## config.mk

```make
export PLATFORM = sky130hd
export DESIGN_NAME = sw_conditioner
export DESIGN_NICKNAME = d
export VERILOG_FILES = /design/src/rtl/sw_conditioner.sv
export SDC_FILE = /design/constraint.sdc
export NUM_CORES = 1
export LEC_CHECK = 0
export ABC_AREA = 1
export CAP_MARGIN = 20
export CORE_ASPECT_RATIO = 1.75
export CORE_MARGIN = 1
export CORE_UTILIZATION = 37
export DETAILED_ROUTE_END_ITERATION = 12
export HOLD_SLACK_MARGIN = 0.15
export PLACE_DENSITY = 0.57
export SLEW_MARGIN = 20
export SYNTH_ARGS = -nofsm -noshare
export SYNTH_HDL_FRONTEND = slang
export SYNTH_SLANG_ARGS = --single-unit
```

## constraint.sdc

```tcl
create_clock -name clk -period 2.4 [get_ports clk]
set_clock_uncertainty 0.15 [all_clocks]
set_input_delay 0.48 -clock clk [delete_from_list [all_inputs] [get_ports clk]]
set_output_delay 0.48 -clock clk [all_outputs]
set_load 0.005 [all_outputs]
```

## src/rtl/sw_conditioner.sv

```systemverilog
// Switch conditioner: 2-flop synchronizer, shared tick prescaler, per-bit debounce with edge pulses.
// Optional auto-repeat of rise pulses on held-high bits when SW_COND_AUTOREPEAT_EN is defined.
module sw_conditioner #(
    parameter int WIDTH        = 16,
    parameter int TICK_DIV     = 100000,
    parameter int STABLE_TICKS = 8,
    parameter int REPEAT_TICKS = 250
) (
    input  logic             clk,
    input  logic             rst,
    input  logic [WIDTH-1:0] sw_i,
    output logic [WIDTH-1:0] sw_o,
    output logic [WIDTH-1:0] sw_rise_o,
    output logic [WIDTH-1:0] sw_fall_o,
    output logic             any_change_o
);

    localparam int PRE_W = $clog2(TICK_DIV);
    localparam int CNT_W = $clog2(STABLE_TICKS);

    if (TICK_DIV < 2 || STABLE_TICKS < 2 || STABLE_TICKS > 255 || REPEAT_TICKS < 1) begin : g_bad_param
        $error("sw_conditioner: illegal parameter value");
    end

    logic [WIDTH-1:0] sync_meta;
    logic [WIDTH-1:0] synced;
    logic [PRE_W-1:0] prescale;
    logic             tick;

    logic [CNT_W-1:0] cnt      [WIDTH];
    logic [CNT_W-1:0] cnt_next [WIDTH];
    logic [WIDTH-1:0] level_next;
    logic [WIDTH-1:0] rise_next;
    logic [WIDTH-1:0] fall_next;

    assign tick = (prescale == PRE_W'(TICK_DIV - 1));

    always_ff @(posedge clk) begin
        if (rst) begin
            sync_meta <= '0;
            synced    <= '0;
            prescale  <= '0;
        end else begin
            sync_meta <= sw_i;
            synced    <= sync_meta;
            prescale  <= tick ? '0 : prescale + 1'b1;
        end
    end

`ifdef SW_COND_AUTOREPEAT_EN
    localparam int REP_W = (REPEAT_TICKS > 1) ? $clog2(REPEAT_TICKS) : 1;

    logic [REP_W-1:0] rep      [WIDTH];
    logic [REP_W-1:0] rep_next [WIDTH];
`endif

    // The counter holds the number of consecutive differing samples seen so far;
    // the sample that would bring it to STABLE_TICKS accepts the new level instead.
    always_comb begin
        level_next = sw_o;
        rise_next  = '0;
        fall_next  = '0;
        for (int i = 0; i < WIDTH; i++) begin
            cnt_next[i] = cnt[i];
            if (tick) begin
                if (synced[i] == sw_o[i]) begin
                    cnt_next[i] = '0;
                end else if (cnt[i] == CNT_W'(STABLE_TICKS - 1)) begin
                    cnt_next[i]   = '0;
                    level_next[i] = synced[i];
                    rise_next[i]  = synced[i];
                    fall_next[i]  = ~synced[i];
                end else begin
                    cnt_next[i] = cnt[i] + 1'b1;
                end
            end
`ifdef SW_COND_AUTOREPEAT_EN
            rep_next[i] = rep[i];
            if (!sw_o[i] || (level_next[i] != sw_o[i])) begin
                rep_next[i] = '0;
            end else if (tick) begin
                if (rep[i] == REP_W'(REPEAT_TICKS - 1)) begin
                    rep_next[i]  = '0;
                    rise_next[i] = 1'b1;
                end else begin
                    rep_next[i] = rep[i] + 1'b1;
                end
            end
`endif
        end
    end

    // Pulses are registered alongside sw_o so they line up with the new level.
    always_ff @(posedge clk) begin
        if (rst) begin
            sw_o         <= '0;
            sw_rise_o    <= '0;
            sw_fall_o    <= '0;
            any_change_o <= 1'b0;
            for (int i = 0; i < WIDTH; i++) begin
                cnt[i] <= '0;
`ifdef SW_COND_AUTOREPEAT_EN
                rep[i] <= '0;
`endif
            end
        end else begin
            sw_o         <= level_next;
            sw_rise_o    <= rise_next;
            sw_fall_o    <= fall_next;
            any_change_o <= |(rise_next | fall_next);
            for (int i = 0; i < WIDTH; i++) begin
                cnt[i] <= cnt_next[i];
`ifdef SW_COND_AUTOREPEAT_EN
                rep[i] <= rep_next[i];
`endif
            end
        end
    end

endmodule
```

; ---- After elaboration in Yosys (flattened, before gate mapping)
; Memory sizes are Yosys's and may differ from the RTL's.
; Cells that the tools add are included.
[classes]
addsub = 17
n_bitwise = 49
eq_ne = 33
n_mux = 163
reduce_logical = 18
[op_table]
columns = operator, n
row1 = 3-bit 2-to-1 mux, 64
row2 = 1-bit 2-to-1 mux, 99
row3 = "3-bit by 1-bit adder with 3-bit output, second input constant", 16
row4 = "3-bit equality test, second input constant", 16
row5 = 3-bit AND reduction, 16
row6 = 1-bit inverter, 32
row7 = "17-bit by 1-bit adder with 17-bit output, second input constant", 1
row8 = "17-bit equality test, second input constant", 1
row9 = 1-bit equality test, 16
row10 = 1-bit OR, 16
row11 = 16-bit OR, 1
row12 = 16-bit OR reduction, 1
row13 = 2-bit OR reduction, 1
[word_totals]
in_bits = 18
regBits = 98
ram_bits = 48
wordCells = 303
memories = 1
[memory_table]
columns = memory, depth, word_bits, rd, rd_ports_with_merged_regs, write_ports, line_no
row1 = cnt, 16, 3, 16, 0, 16, 30  ; logic [CNT_W-1:0] cnt [WIDTH];

; ---- Longest topological paths before layout
[logic_depth]
depth_word = 6
ltp_mapped = 10
ltp_nobuf = 9

; ---- Worst setup path before layout
; Ideal clock, no wire load.
[synth_path]
path_type = register -> register
from = register prescale[0]
to = memory cnt[0][11] (netlist bit)
arrival_time_ns = 1.603
setup_time_ns = 0.117
path_buffers = 1
path_stages_with_launch = 9
slack_ns = 0.530
synth_period_minus_slack_ns = 1.870
cell_sequence = dfxtp_1 -> ha_1 -> nand3_2 -> nor3_4 -> nand2_4 -> nand2_4 -> inv_2 -> buf_6 -> a32o_1
[synth_lines]
columns = item, line_no
row1 = "start, declared", 27  ; logic [PRE_W-1:0] prescale;
row2 = "start signal, assigned", 46  ; prescale <= tick ? '0 : prescale + 1'b1;
row3 = "end, declared", 30

; ---- Worst setup path after layout
[layout_path]
from = register prescale[0]
to = register any_change_o
[layout_via]
elab_chain_len = 4
word_cells_on_any_way = 35
[layout_rtl]
columns = item, line_no
row1 = 17-bit equality test (*), 36  ; assign tick = (prescale == PRE_W'(TICK_DIV - 1));
row2 = 1-bit 2-to-1 mux, 65  ; if (tick) begin
row3 = 16-bit OR (*), 110  ; any_change_o <= |(rise_next | fall_next);
row4 = 16-bit OR reduction (*), 110
row5 = "end signal, assigned", 110
row6 = "end, declared", 15  ; output logic any_change_o
; Every way passes the cells marked *; elsewhere a longest branch is shown, timed or not.
; A chain may end at the register's enable or synchronous reset.

==> out/qor.yml <==
status: "completed"
swShare_pct: 22.6
p_int_w: 0.00407
maxCapViolCount: 0
synth_nets: 669
synth_area_um2: 5540
start_kind: "register"
clk_latency_ns: 0.41
switchingPower_w: 0.00119
critical_path_class: "register to register"
areaGrowthSynthToFinish_pct: 25.4
tightest_slew_ns: 0.810
postSynth.asyncResetShare_pct: 0
grt_pass1_wl_mm: 19.8
max_freq_mhz: 453
cts-resized-gates: 0
synthCells: 618
hpwlAfterDp_mm: 8.44
synth_edf_count: 0
die_area_um2: 15500
chipWidth_um: 94.5
cp.required_ns: 2.60
start_util_pct: 38.2
cellLeakagePower_nw: 2.99
cts_root_buffer: "clkbuf_16"
ir_worst_vdd_mv: 0.723
antenna_found_initial: 0
grt-ovfl-total: 0
clk_pin_slew_ns: 0.06
synth_seq_area_share_pct: 52.7
hold_viol: 0
cts.path.max_buffers: 2
fin_cells: 880
relSlewSlack_pct: 45.9
drt_pre_antenna_iters: 4
port_buffers: 66
grt_pass1_vias: 4340
min_period_over_period_pct: 92.0
placed_area_um2: 6350
vias: 4268
core_area_um2: 14500
critPathMaxFanout: 16
synth_area_per_cell_um2: 8.97
grt_setup_unrepaired: "no"
n_antenna_cell: 0
gp_congestion: 0.711
grt_use_total_pct: 16.6
p_comb_share_pct: 2.6
htree_num_levels: 4
wl_per_cell_um: 13.4
synth_ff_type: "dfxtp_1"
die_h_um: 164
final_nets: 739
setup_viol: 0
power_frac_seq_pct: 46.9
fin_area_um2: 6950
post-cts-setup-buffers: 0
synth_top_area_share_pct: 52.7
fin_crit_ns: 2.21
yosys-top-cells-area: "dfxtp_1 53%, ha_1 7.4%, nand2_1 6.6%, nor2_1 5.6%, inv_1 4.7%"
p_clk_share_pct: 50.5
wl_mm: 11.8
hold_class: "register to register"
drc: 0
drt_iter0_markers: 157
multi_input_area_um2: 2240
ios: 67
synth_seq_cells: 146
slew_violations: 0
rows: 58
grt_max_degree: 60
numClockSinks: 146
arrival_ns: 2.41
seq_area_um2: 2920
ys_types: 32
ant_nets: 0
fin_tns_setup_ns: 0
ctsHoldBuffers: 0
synth_most_common_cell: "dfxtp_1"
hold_slack_ns: 0.252
fin_util_pct: 47.9
critPathCaptureType: "register"
synthTopCellsByCount: "146 x dfxtp_1, 97 x nand2_1, 82 x nor2_1, 69 x inv_1, 33 x ha_1"
routed_via_density: 4.85
dp_cells: 849
layout-drive-gt1-share_pct: 9.29
yosysTopAreaCell: "dfxtp_1"
num-fill-cells: 1389
p_per_area_nw_per_um2: 757
numCtsBuffers: 17
cts_tree: "done"
ys_warn_count: 0
## sequential cells by signal, summed over array words and instances (netlist names)
register / cells
synced: 16
sw_o: 16
any_change_o: 1
sw_fall_o: 16
cnt: 48
sync_meta: 16
prescale: 17
sw_rise_o: 16
## critical path, stage by stage, from the launching register on
cell	delay, ns
dfxtp_1	0.35
ha_1	0.23
nand3_2	0.15
nor3_4	0.26
buf_4	0.27
nand4_1	0.23
nand2_1	0.20
nor2_1	0.06
nand2_1	0.10
nor2_1	0.06
nor2_1	0.07
## kinds of logic (layout without fill, tap and decap cells)
group                      Yosys count  in the layout  synth area share (%)
AOI/OAI and AO/OA                   81             81                  10.2
xor gates and xnor gates            18             18                  2.84
adders and majority gates           33             33                  7.45
buffers and inverters               92            174                  6.91
DFF                                146            146                  52.7
and+or+nand+nor                    248            248                  19.8
## power by group through the flow
stage | clock network (W) | logic [W] | registers [W]
finish | 0.00265 | 0.000136 | 0.00247
detailed placement | 0 | 0.000138 | 0.00252
CTS | 0.00272 | 0.000138 | 0.00247
global placement | 0 | 0.000134 | 0.00252
floorplan | 0 | 0.0000894 | 0.00252
global route | 0.00282 | 0.000155 | 0.00247
## placed cells by master, fill, tap and decap left out, types with 2 or more instances in the layout
cell type / instances
nor3_4: 2
a21oi_1: 13
clkdlybuf4s50_1: 65
clkinv_4: 2
xor2_1: 17
nand3_1: 15
ha_1: 33
bufinv_16: 2
nor2_1: 82
dfxtp_1: 146
o21ai_0: 20
o21ai_1: 9
inv_1: 68
a31o_2: 12
a32o_1: 19
nand2_1: 97
inv_8: 3
nor3_1: 19
nand2_4: 2
nor2_2: 2
or2_2: 5
nand4_1: 22
inv_6: 5
clkbuf_16: 17
buf_4: 6
o31ai_1: 4
clkinvlp_4: 2
## stage by stage
step	setup slack (ns)	total power, W
4_1_cts	0.159	0.00532
5_1_grt	0.00569	0.00545
6_report	0.192	0.00526
3_5_place_dp	0.193	0.00266
3_3_place_gp	0.230	0.00266
2_1_floorplan	0.530	0.00261
## area by class of cell
class,instances,share of cell area (%)
tap,180,3.24
inverter,71,3.85
clock inverter,14,2.45
sequential,146,42.1
clock buffer,17,6.12
timing repair buffer,72,10.1
multi-input combinational,380,32.2
## final timing paths
path | startpoint | endpoint | slack, ns | depth (start not counted)
min reg2reg | sync_meta[6]$_SDFF_PP0_ | synced[6]$_SDFF_PP0_ | 0.25 | 2
max | prescale[0]$_SDFF_PP0_ | any_change_o$_SDFF_PP0_ | 0.19 | 10
min | sync_meta[6]$_SDFF_PP0_ | synced[6]$_SDFF_PP0_ | 0.25 | 2
max reg2reg | prescale[0]$_SDFF_PP0_ | any_change_o$_SDFF_PP0_ | 0.19 | 10
## routing by layer
layer	routed length (um)	track usage (%)	up-vias
met5	0	0	-
met4	258	7.37	0
met3	441	4.77	19
met2	6140	29.1	73
met1	4920	18.2	1984
li1	-	-	2192
Power figures use the tool's default switching activity.
